### config.mk
export PLATFORM = sky130hd
export DESIGN_NAME = onehot_decoder_seq
export DESIGN_NICKNAME = d
export VERILOG_FILES = /design/src/rtl/onehot_decoder_seq.sv
export SDC_FILE = /design/constraint.sdc
export NUM_CORES = 1
export LEC_CHECK = 0
export CAP_MARGIN = 20
export CORE_AREA = 2 2 65 54
export CTS_CLUSTER_DIAMETER = 100
export DETAILED_ROUTE_END_ITERATION = 10
export DIE_AREA = 0 0 67 56
export PLACE_DENSITY = 0.67
export SYNTH_ARGS = -nofsm -noshare
export SYNTH_HDL_FRONTEND = slang
export SYNTH_SLANG_ARGS = --single-unit
### constraint.sdc
create_clock -name clk -period 6 [get_ports clk]
set_input_delay 1.2 -clock clk [delete_from_list [all_inputs] [get_ports clk]]
set_output_delay 1.2 -clock clk [all_outputs]
set_load 0.05 [all_outputs]
### src/rtl/onehot_decoder_seq.sv
// Sequenced 3-to-8 one-hot decoder: codes are queued in a small FIFO and each
// decoded pattern (code k -> bit 7-k) is held on d for HOLD_CYCLES cycles.
module onehot_decoder_seq #(
   parameter int HOLD_CYCLES = 4,
   parameter int FIFO_DEPTH  = 4
) (
   input  logic                            clk,
   input  logic                            rst,
   input  logic                            in_valid,
   output logic                            in_ready,
   input  logic [2:0]                      in_code,
   output logic [7:0]                      d,
   output logic                            d_valid,
   output logic                            busy,
   output logic [$clog2(FIFO_DEPTH):0]     fifo_count
);

   localparam int PW   = $clog2(FIFO_DEPTH);
   localparam int CNTW = PW + 1;
   localparam int CW   = (HOLD_CYCLES > 1) ? $clog2(HOLD_CYCLES) : 1;

   typedef enum logic {IDLE, DRIVE} state_t;

   state_t          state, state_nxt;
   logic [CW-1:0]   cnt, cnt_nxt;
   logic [7:0]      d_nxt;
   logic            d_valid_nxt;
   logic [2:0]      mem [FIFO_DEPTH];
   logic [PW-1:0]   wr_ptr, rd_ptr;
   logic            push, pop, nonempty;

   function automatic logic [7:0] decode(input logic [2:0] code);
      return 8'b1000_0000 >> code;
   endfunction

   assign in_ready = !rst && (fifo_count < CNTW'(FIFO_DEPTH));
   assign push     = in_valid && in_ready;
   assign nonempty = (fifo_count != '0);
   assign busy     = nonempty || (state == DRIVE);

   always_ff @(posedge clk) begin
      if (push) mem[wr_ptr] <= in_code;
   end

   always_ff @(posedge clk) begin
      if (rst) begin
         wr_ptr     <= '0;
         rd_ptr     <= '0;
         fifo_count <= '0;
         state      <= IDLE;
         cnt        <= '0;
         d          <= '0;
         d_valid    <= 1'b0;
      end else begin
         if (push) wr_ptr <= wr_ptr + PW'(1);
         if (pop)  rd_ptr <= rd_ptr + PW'(1);
         case ({push, pop})
            2'b10:   fifo_count <= fifo_count + CNTW'(1);
            2'b01:   fifo_count <= fifo_count - CNTW'(1);
            default: fifo_count <= fifo_count;
         endcase
         state   <= state_nxt;
         cnt     <= cnt_nxt;
         d       <= d_nxt;
         d_valid <= d_valid_nxt;
      end
   end

   // A pop loads the next pattern directly, so back-to-back codes have no gap.
   always_comb begin
      state_nxt   = state;
      cnt_nxt     = cnt;
      d_nxt       = d;
      d_valid_nxt = d_valid;
      pop         = 1'b0;
      case (state)
         IDLE: begin
            if (nonempty) begin
               pop         = 1'b1;
               d_nxt       = decode(mem[rd_ptr]);
               d_valid_nxt = 1'b1;
               cnt_nxt     = CW'(HOLD_CYCLES - 1);
               state_nxt   = DRIVE;
            end else begin
               d_nxt       = '0;
               d_valid_nxt = 1'b0;
            end
         end
         DRIVE: begin
            if (cnt != '0) begin
               cnt_nxt = cnt - CW'(1);
            end else if (nonempty) begin
               pop         = 1'b1;
               d_nxt       = decode(mem[rd_ptr]);
               d_valid_nxt = 1'b1;
               cnt_nxt     = CW'(HOLD_CYCLES - 1);
            end else begin
               d_nxt       = '0;
               d_valid_nxt = 1'b0;
               state_nxt   = IDLE;
            end
         end
         default: state_nxt = IDLE;
      endcase
   end

endmodule

### Yosys cells after proc, flatten, opt, wreduce, memory -nomap -nowiden

Memory sizes are Yosys's and may differ from the RTL's. A register that Yosys moved wholly into a read port is not among the register bits.
Cells that the tools add are included.

| storage, ports and cells | value |
|---|---|
| bits in registers | 19 |
| bits in writable memories | 12 |
| logic and storage cells | 44 |
| memories kept | 1 |

Memories:

| memory | depth | width | rd ports | clocked after memory_dff | write ports | RTL line | RTL |
|---|---|---|---|---|---|---|---|
| mem | 4 | 3 | 1 | 1 | 1 | 28 | `logic [2:0] mem [FIFO_DEPTH];` |

| cells by class | value |
|---|---|
| $add $sub $neg | 5 |
| order comparisons | 1 |
| eq/ne operators | 3 |
| shift-type cells | 1 |
| multiplexer cells | 18 |
| bitwise gates (word level) | 1 |
| reductions and logical operators | 7 |

Operators by type and width:

| cell | count |
|---|---|
| 8-bit two-way mux | 2 |
| 8-bit one-hot mux with 2 select lines | 1 |
| 2-bit two-way mux | 4 |
| 8-bit by 3-bit >> shifter with 8-bit output, first input constant | 1 |
| 1-bit two-way mux | 6 |
| 1-bit one-hot mux with 2 select lines | 3 |
| 3-bit one-hot mux with 2 select lines | 1 |
| 2-bit by 1-bit adder with 2-bit output, second input constant | 2 |
| 2-bit one-hot mux with 2 select lines | 1 |
| 2-bit nonzero test | 2 |
| 3-bit by 1-bit adder with 3-bit output, second input constant | 1 |
| 3-bit less-than comparator, second input constant | 1 |
| 3-bit nonzero test | 1 |
| 3-bit by 1-bit subtractor with 3-bit output, second input constant | 1 |
| 2-bit by 1-bit equality test with 1-bit output, second input constant | 1 |
| 2-bit equality test, second input constant | 1 |
| 1-bit logical AND | 2 |
| 2-bit != test, second input constant | 1 |
| 2-bit by 1-bit subtractor with 2-bit output, second input constant | 1 |
| 1-bit logical NOT | 1 |
| 1-bit logical OR | 1 |
| 1-bit inverter | 1 |

### Depth between registers and ports, before layout

Gate-level depths: netlist (run 1).

| depth | value |
|---|---|
| depth in word-level cells | 6 |
| mapped depth | 9 |

### Least setup slack after synthesis (run 1)

OpenSTA, ideal clock, no wires.

| timing | value |
|---|---|
| path kind | in2out |
| start point | input rst |
| end point | output in_ready |
| arrival | 2.210 ns |
| required time | 4.800 ns |
| path slack | 2.590 ns |
| cell stages on the path | 3 |
| path buffers | 2 |
| path through | clkbuf_4 > clkbuf_1 > nor2_1 |

| between the ends | value |
|---|---|
| longest elaborated chain between the ends | 2 |

Ends and longest elaborated chain:

| what | RTL line | RTL |
|---|---|---|
| start: declaration | 8 | `input logic rst,` |
| 1-bit logical NOT | 36 | `assign in_ready = !rst && (fifo_count < CNTW'(FIFO_DEPTH));` |
| 1-bit logical AND | 36 |  |
| end: declaration | 10 | `output logic in_ready,` |

No other way between the ends.

### Worst setup path in the final report (run 1)

Same ends and word-level chain as after synthesis.

==> flow_metrics.env, run 1 <==
export IMPL_syn_area_per_cell_um2=12.5
export IMPL_vias_per_cell=5.15
export IMPL_cap_viol_max_count=0
export IMPL_cts_htree_levels=2
export IMPL_swShare_pct=38.4
export IMPL_synth_edf_count=12
export IMPL_arrival_ns=2.94
export IMPL_power_switching_w=0.000322
export IMPL_port_buffers=19
export IMPL_drc=0
export IMPL_tightestPinTransition_ns=0.622
export IMPL_ys_types=31
export IMPL_cts_setup_buffers=0
export IMPL_io_pin_count=20
export IMPL_seqPwrFrac_pct=37.1
export IMPL_critPathMaxFanout=15
export IMPL_cts_resized=0
export IMPL_yosysTopAreaCell="dfxtp_1"
export IMPL_max_stage_delay_ns=0.82
export IMPL_synth_fp_nets=120
export IMPL_firstDrtPassIters=4
export IMPL_grt_pass1_wl_um=4000
export IMPL_worstPathRequired_ns=4.80
export IMPL_grt_pass1_vias=928
export IMPL_synth_ff_type="dfxtp_1"
export IMPL_yosysTopAreaCellShare_pct=31.1
export IMPL_finClkSkew_ns=0.00680
export IMPL_overflow=0
export IMPL_finalHoldViolCount=0
export IMPL_dp_hpwl_um=1720
export IMPL_seq_area_frac_synth_pct=57.8
export IMPL_post_route_cell_area_um2=1690
export IMPL_core_um2=3060
export IMPL_hold_buffers=0
export IMPL_period_needed_ns=4.14
export IMPL_place_gp_congestion=0.746
export IMPL_synth_async_reset_ratio_pct=0
export IMPL_ir_worst_vdd_uv=230
export IMPL_cp_end_kind="primary output"
export IMPL_dpl_cell_area_um2=1580
export IMPL_rows=18
export IMPL_fin_crit_sh_pct=69.0
export IMPL_finalSetupViolCount=0
export IMPL_start_util_pct=44.1
export IMPL_cts_root_buffer="clkbuf_8"
export IMPL_layoutNonFillerInstCount=173
export IMPL_critPathSlowestCell="clkdlybuf4s50_1"
export IMPL_syn_area_um2=1350
export IMPL_fmax_ghz=0.241
export IMPL_p_per_area_nw_per_um2=496
export IMPL_place_inst=165
export IMPL_status="complete, no violations"
export IMPL_crit_chain="clkdlybuf4s50_1 > nor2_1 > clkdlybuf4s50_1"
export IMPL_p_comb_share_pct=39.7
export IMPL_clockPowerShare_pct=23.2
export IMPL_final_util_pct=55.2
export IMPL_vias=891
export IMPL_final_layout_size_suffix_gt1_share_pct=9.77
export IMPL_syn_inst=108
export IMPL_diodes=0
export IMPL_dieArea_um2=3750
export IMPL_wl_per_cell_um=13.1
export IMPL_max_slew_margin_pct=58.4
export IMPL_cellLeakagePower_nw=0.610
export IMPL_fin_setup_tns_ns=0
export IMPL_final_nets=144
export IMPL_slew_viol_final=0
export IMPL_startpoint_type="input port"
export IMPL_hold_path_class="flop to flop"
export IMPL_drt_iter0_markers=34
export IMPL_cts_tree="built"
export IMPL_clock_latency_ns=0.28
export IMPL_dieHeight_um=56
export IMPL_die_w_um=67
export IMPL_antenna_found_initial=0
export IMPL_area_delta_synth_final_pct=25.2
export IMPL_ys_seq_elements=33
export IMPL_ant_nets=0
export IMPL_path_common_cell="clkdlybuf4s50_1"
export IMPL_yosys_top_cells_count="dfxtp_1 (21), edfxtp_1 (12), inv_1 (10), a21oi_1 (8), nor2_1 (7)"
export IMPL_clkTransAtPathRegs_ns=0.06
export IMPL_cts_buffers=5
export IMPL_p_int_w=0.000517
export IMPL_worst_slack_ns=1.86
export IMPL_grtUsageTotal_pct=14.4
export IMPL_rsz0062_at_grt="no"
export IMPL_ys_top_cells_by_area="dfxtp_1 (31%), edfxtp_1 (27%), ha_1 (4.6%)"
export IMPL_dpl_worst_slack_ns=1.85
export IMPL_yosys_warnings=0
export IMPL_grt_max_degree=16
export IMPL_cts_sinks=33
export IMPL_clockBufferDepth=2
export IMPL_yosysMostFrequentCell="dfxtp_1"
export IMPL_crit_type="input port to primary output"
export IMPL_postRouteWirelength_um=2270
-- stage by stage --
stage	hold WS [ns]	power [W]
CTS	0.468	0.000845
finish	0.462	0.000839
global route	0.503	0.000897
global placement	0.449	0.000638
floorplan	0.455	0.000560
detailed placement	0.453	0.000650
-- critical path, delay by kind of cell --
kind | cells | cell delay [ns]
buffers and inverters | 2 | 1.54
AND/OR/NAND/NOR | 1 | 0.20
-- routing by layer --
| layer | global-route usage (%) | share of wire [%] | vias to the layer above |
|---|---|---|---|
| met3 | 5.47 | 4.9 | 7 |
| li1 | - | - | 444 |
| met1 | 16.8 | 45 | 423 |
| met4 | 6.12 | 2.0 | 0 |
| met2 | 23.3 | 48 | 17 |
| met5 | 0 | 0 | - |
-- state kept, by name, summed over array words and instances (netlist names), named ones only --
signal,flops
cnt,2
d,8
d_valid,1
fifo_count,3
mem,12
rd_ptr,2
state,1
wr_ptr,2
-- layout make-up --
class / count / area (µm²)
clock buffers: 8 / 111
fillers: 280 / 1370
inverters: 10 / 37.5
multi-input cells: 63 / 520
flip-flops and latches: 33 / 781
well taps: 40 / 50.0
repair buffers: 19 / 190
-- final timing paths --
check,to,slack [ns],from,depth (start not counted)
max reg2reg,fifo_count[2],3.86,cnt[0],8
min reg2reg,d_valid,0.46,d_valid,1
max,in_ready,1.86,rst,3
min,d_valid,0.46,d_valid,1
-- power groups by stage --
stage	combinational (W)	sequential [W]	clock, W
finish	0.000333	0.000311	0.000195
CTS	0.000336	0.000311	0.000197
global route	0.000368	0.000320	0.000209
global placement	0.000325	0.000313	0
floorplan	0.000196	0.000364	0
detailed placement	0.000335	0.000316	0
-- cells in the final DEF, fill, tap and decap left out, drive strengths merged --
cell type / netlist / layout
clkbuf: 2 / 8
ha: 5 / 5
o2bb2ai: 1 / 1
fa: 1 / 1
nand2: 3 / 3
edfxtp: 12 / 12
nor3: 1 / 1
dfxtp: 21 / 21
xor2: 2 / 2
nand4: 1 / 1
clkdlybuf4s50: 0 / 19
o21a: 2 / 2
or4: 1 / 1
nand2b: 1 / 1
and2: 4 / 4
a32o: 4 / 4
inv: 10 / 10
nor2: 7 / 7
a21oi: 8 / 8
o221a: 1 / 1
nand3: 4 / 4
nor4: 1 / 1
o31ai: 5 / 5
mux4: 3 / 3
o21ai: 3 / 3
xnor2: 1 / 1
nor3b: 1 / 1
or3: 2 / 2
a221oi: 1 / 1
-- cell families (layout without fill, tap and decap cells) --
family | count (synthesis) | in the layout | share of synthesized area, %
adders and majority gates | 6 | 6 | 6.12
buffers and inverters | 12 | 37 | 3.61
and+or+nand+nor | 26 | 26 | 11.8
xor gates and xnor gates | 3 | 3 | 1.95
DFF | 33 | 33 | 57.8
muxes | 3 | 3 | 5.56
AOI/OAI and AO/OA | 25 | 25 | 13.2
(Power assumes the default switching activity.)
==> run 2: changes to the inputs <==
Settings changed: PLACE_DENSITY 0.67 to 0.69.
Clock period 6 ns to 3.75 ns, I/O delays scaled along.
==> run 2 against run 1 <==
Die area stayed put. Register-to-register slack worse by 2.2 ns. Critical path depth unchanged. Via count is 1.6% higher. Critical endpoint unchanged. Largest cell class unchanged.
==> flow_metrics.env, run 2 (same netlist as run 1, synthesis figures left out) <==
export IMPL_status="complete, no violations"
export IMPL_place_gp_congestion=0.744
export IMPL_worst_r2r_startpoint="fifo_count[0]"
export IMPL_vias_per_cell=5.20
export IMPL_finalSetupViolCount=0
export IMPL_cts_setup_buffers=0
export IMPL_fin_crit_sh_pct=75.7
export IMPL_crit_chain="clkdlybuf4s50_1 > nor2_1 > clkdlybuf4s50_1"
export IMPL_fmax_ghz=0.352
export IMPL_cts_htree_levels=2
export IMPL_drc=0
export IMPL_layoutNonFillerInstCount=174
export IMPL_cts_resized=0
export IMPL_firstDrtPassIters=4
export IMPL_io_pin_count=20
export IMPL_mostFrequentLayoutCells="dfxtp_1 (21), clkdlybuf4s50_1 (19), edfxtp_1 (12)"
export IMPL_area_delta_synth_final_pct=25.8
export IMPL_p_int_w=0.000829
export IMPL_crit_type="input port to primary output"
export IMPL_max_slew_margin_pct=59.3
export IMPL_grt_max_degree=15
export IMPL_hold_buffers=0
export IMPL_startpoint_type="input port"
export IMPL_tightestPinTransition_ns=0.607
export IMPL_ant_nets=0
export IMPL_p_per_area_nw_per_um2=796
export IMPL_slew_viol_final=0
export IMPL_dieHeight_um=56
export IMPL_arrival_ns=2.09
export IMPL_core_um2=3060
export IMPL_diodes=0
export IMPL_worstPathRequired_ns=3.00
export IMPL_antenna_found_initial=0
export IMPL_clockPowerShare_pct=23.0
export IMPL_path_common_cell="clkdlybuf4s50_1"
export IMPL_ir_worst_vdd_uv=325
export IMPL_cts_root_buffer="clkbuf_8"
export IMPL_fin_setup_tns_ns=0
export IMPL_cts_tree="built"
export IMPL_grtUsageTotal_pct=14.6
export IMPL_largest_registers="mem x12, d x8, fifo_count x3"
export IMPL_die_w_um=67
export IMPL_drt_iter0_markers=53
export IMPL_vias=905
export IMPL_clkTransAtPathRegs_ns=0.07
export IMPL_cap_viol_max_count=0
export IMPL_rsz0062_at_grt="no"
export IMPL_finClkSkew_ns=0.00260
export IMPL_grt_pass1_wl_um=4050
export IMPL_hold_path_class="flop to flop"
export IMPL_critPathSlowestCell="clkdlybuf4s50_1"
export IMPL_start_util_pct=44.1
export IMPL_swShare_pct=38.7
export IMPL_largest_register="mem"
export IMPL_cellLeakagePower_nw=0.615
export IMPL_final_nets=145
export IMPL_p_comb_share_pct=40.1
export IMPL_hp_start="d_valid"
export IMPL_critPathLaunch="rst"
export IMPL_max_stage_delay_ns=0.81
export IMPL_post_route_cell_area_um2=1700
export IMPL_overflow=0
export IMPL_postRouteWirelength_um=2400
export IMPL_rows=18
export IMPL_cts_buffers=5
export IMPL_place_inst=166
export IMPL_clockBufferDepth=2
export IMPL_power_switching_w=0.000523
export IMPL_largest_register_ffs=12
export IMPL_period_needed_ns=2.84
export IMPL_hold_worst_slack_ns=0.466
export IMPL_cp_end_kind="primary output"
export IMPL_mostFrequentLayoutCell="dfxtp_1"
export IMPL_power_w=0.00135
export IMPL_cts_sinks=33
export IMPL_final_layout_size_suffix_gt1_share_pct=10.4
export IMPL_grt_pass1_vias=877
export IMPL_clock_latency_ns=0.27
export IMPL_seqPwrFrac_pct=36.9
export IMPL_wl_per_cell_um=13.8
export IMPL_dpl_cell_area_um2=1590
export IMPL_dieArea_um2=3750
export IMPL_port_buffers=19
export IMPL_critPathMaxFanout=2
export IMPL_dp_hpwl_um=1760
export IMPL_finalHoldViolCount=0
-- run 2: final timing paths --
check	end	slack, ns	depth (start not counted)
max	in_ready	0.91	3
max reg2reg	fifo_count[2]	1.62	8
min	d_valid	0.47	1
min reg2reg	d_valid	0.47	1
-- run 2: power by group through the flow --
stage	Clock [W]	Sequential [W]	Combinational, W
2_1_floorplan	0	0.000583	0.000313
3_3_place_gp	0	0.000501	0.000521
3_5_place_dp	0	0.000507	0.000544
4_1_cts	0.000321	0.000499	0.000545
5_1_grt	0.000341	0.000512	0.000587
6_report	0.000311	0.000499	0.000542
-- run 2: cell type report --
cell class | count | area (µm²)
inverter | 10 | 37.5
fill | 282 | 1370
sequential | 33 | 781
multi-input combinational | 63 | 520
tap | 40 | 50.0
timing repair buffer | 20 | 198
clock buffer | 8 | 111
-- run 2: per-stage QoR --
stage / util [%] / worst slack (ns)
detailed placement: 51.8 / 0.793
floorplan: - / 1.24
global placement: 51.8 / 0.906
global route: 55.4 / 0.823
CTS: 55.4 / 0.909
finish: 55.4 / 0.912
-- run 2: worst max-delay path, delay by kind of cell --
family / cells / cell delay [ns]
buf+inv: 2 / 1.24
simple gates: 1 / 0.10
-- run 2: metal layers --
metal  GRT usage (%)  wire [µm]  vias to the layer above
li1                -          -                      448
met1            19.2       1140                      435
met2            22.3       1140                       20
met3            5.47        102                        2
met4            4.37         10                        0
met5               0          0                        -
==> run 3: changes to the inputs <==
Clock period 3.75 ns to 2.5 ns, I/O delays scaled along.
==> run 3 against run 2 <==
Clock-buffer cell count is 1 lower. Non-clock buffer count grew 2. Clock skew increased by 0.0038 ns. Sequential cell count is the same. Highest routed layer unchanged. Critical path type is now flop to primary output. Sequential share of layout area is 0.40 points lower. Cell count up 1.1%.
==> flow_metrics.env, run 3 (same netlist as run 1, synthesis figures left out) <==
export IMPL_dieArea_um2=3750
export IMPL_layoutNonFillerInstCount=176
export IMPL_cts_buffers=5
export IMPL_rsz0062_at_grt="no"
export IMPL_cap_viol_max_count=0
export IMPL_finalHoldViolCount=0
export IMPL_finalSetupViolCount=0
export IMPL_status="complete, no violations"
export IMPL_clkTransAtPathRegs_ns=0.06
export IMPL_mostFrequentLayoutCell="dfxtp_1"
export IMPL_period_needed_ns=2.18
export IMPL_slew_viol_final=0
export IMPL_cp_end_kind="primary output"
export IMPL_place_inst=168
export IMPL_cts_resized=0
export IMPL_ant_nets=0
export IMPL_dp_hpwl_um=1760
export IMPL_start_util_pct=44.1
export IMPL_arrival_ns=1.68
export IMPL_fill_cells=274
export IMPL_grtUsageTotal_pct=14.3
export IMPL_hold_worst_slack_ns=0.470
export IMPL_largest_register="mem"
export IMPL_grt_pass1_wl_um=3840
export IMPL_vias_per_cell=5.10
export IMPL_io_pin_count=20
export IMPL_hold_buffers=0
export IMPL_firstDrtPassIters=4
export IMPL_startpoint_type="flop"
export IMPL_critPathMaxFanout=7
export IMPL_antenna_found_initial=0
export IMPL_largest_registers="mem x12, d x8, fifo_count x3"
export IMPL_wl_per_cell_um=13.2
export IMPL_grt_max_degree=15
export IMPL_clock_latency_ns=0.28
export IMPL_core_um2=3060
export IMPL_cellLeakagePower_nw=0.628
export IMPL_regArea_um2=781
export IMPL_largest_register_ffs=12
export IMPL_die_w_um=67
export IMPL_hold_path_class="flop to flop"
export IMPL_cts_root_buffer="clkbuf_8"
export IMPL_vias=897
export IMPL_cts_sinks=33
export IMPL_overflow=0
export IMPL_tightestPinTransition_ns=0.582
export IMPL_place_gp_congestion=0.748
export IMPL_diodes=0
export IMPL_worstPathRequired_ns=2.00
export IMPL_dieHeight_um=56
export IMPL_fmax_ghz=0.459
export IMPL_port_buffers=19
export IMPL_cts_setup_buffers=0
export IMPL_drt_iter0_markers=59
export IMPL_p_per_area_nw_per_um2=1180
export IMPL_postRouteWirelength_um=2330
export IMPL_multi_input_area_um2=520
export IMPL_cts_tree="built"
export IMPL_final_layout_size_suffix_gt1_share_pct=13.2
export IMPL_rows=18
export IMPL_ir_worst_vdd_uv=571
export IMPL_mostFrequentLayoutCells="dfxtp_1 (21), clkdlybuf4s50_1 (18), edfxtp_1 (12)"
export IMPL_cts_htree_levels=2
export IMPL_area_delta_synth_final_pct=26.9
export IMPL_grt_pass1_vias=832
export IMPL_fin_crit_sh_pct=87.1
export IMPL_drc=0
export IMPL_final_nets=147
export IMPL_crit_type="flop to primary output"
export IMPL_max_slew_margin_pct=60.8
export IMPL_fin_setup_tns_ns=0
export IMPL_finClkSkew_ns=0.00637
export IMPL_clockBufferDepth=2
==> run 3: path summary, 6_finish.rpt <==
check	slack, ns	to	start	cells past startpoint
worst min register to register	0.47	d_valid	d_valid	1
worst max-delay path	0.32	busy	fifo_count[2]	3
worst min-delay path	0.47	d_valid	d_valid	1
worst max register to register	0.34	fifo_count[2]	fifo_count[2]	9
==> run 3: layout make-up <==
class,count,share of cell area [%]
Clock buffer,7,5.62
Timing Repair Buffer,22,13.0
Multi-Input combinational cell,63,30.4
Tap cell,40,2.92
Inverter,10,2.19
Sequential cell,33,45.6
Clock inverter,1,0.292
==> run 3: worst max-delay path: stages, from the launching register on <==
cell and delay (ns):
dfxtp_1 0.46, nor3_2 0.08, nand2b_1 0.07, clkdlybuf4s50_1 0.79
==> run 3: metal layers <==
metal  part of all wire [%]  GRT usage [%]  vias to the layer above
met5                      0              0                        -
met4                   0.90           7.00                        0
met3                    4.8           5.47                        3
met2                     48           21.4                       18
met1                     46           17.9                      425
li1                       -              -                      451
==> run 3: power by group <==
group | internal [W] | switching (W)
sequential | 0.000655 | 0.0000894
clock | 0.000248 | 0.000177
combinational | 0.000331 | 0.000520
==> run 3: per-stage QoR <==
step	utilization (%)	cell area, µm²	total power [W]	worst slack, ns
6_report	55.9	1710	0.00202	0.323
5_1_grt	55.9	1710	0.00215	0.205
4_1_cts	55.9	1710	0.00203	0.310
3_5_place_dp	52.6	1610	0.00160	0.0822
3_3_place_gp	52.6	1610	0.00157	0.163
2_1_floorplan	-	1350	0.00134	0.247
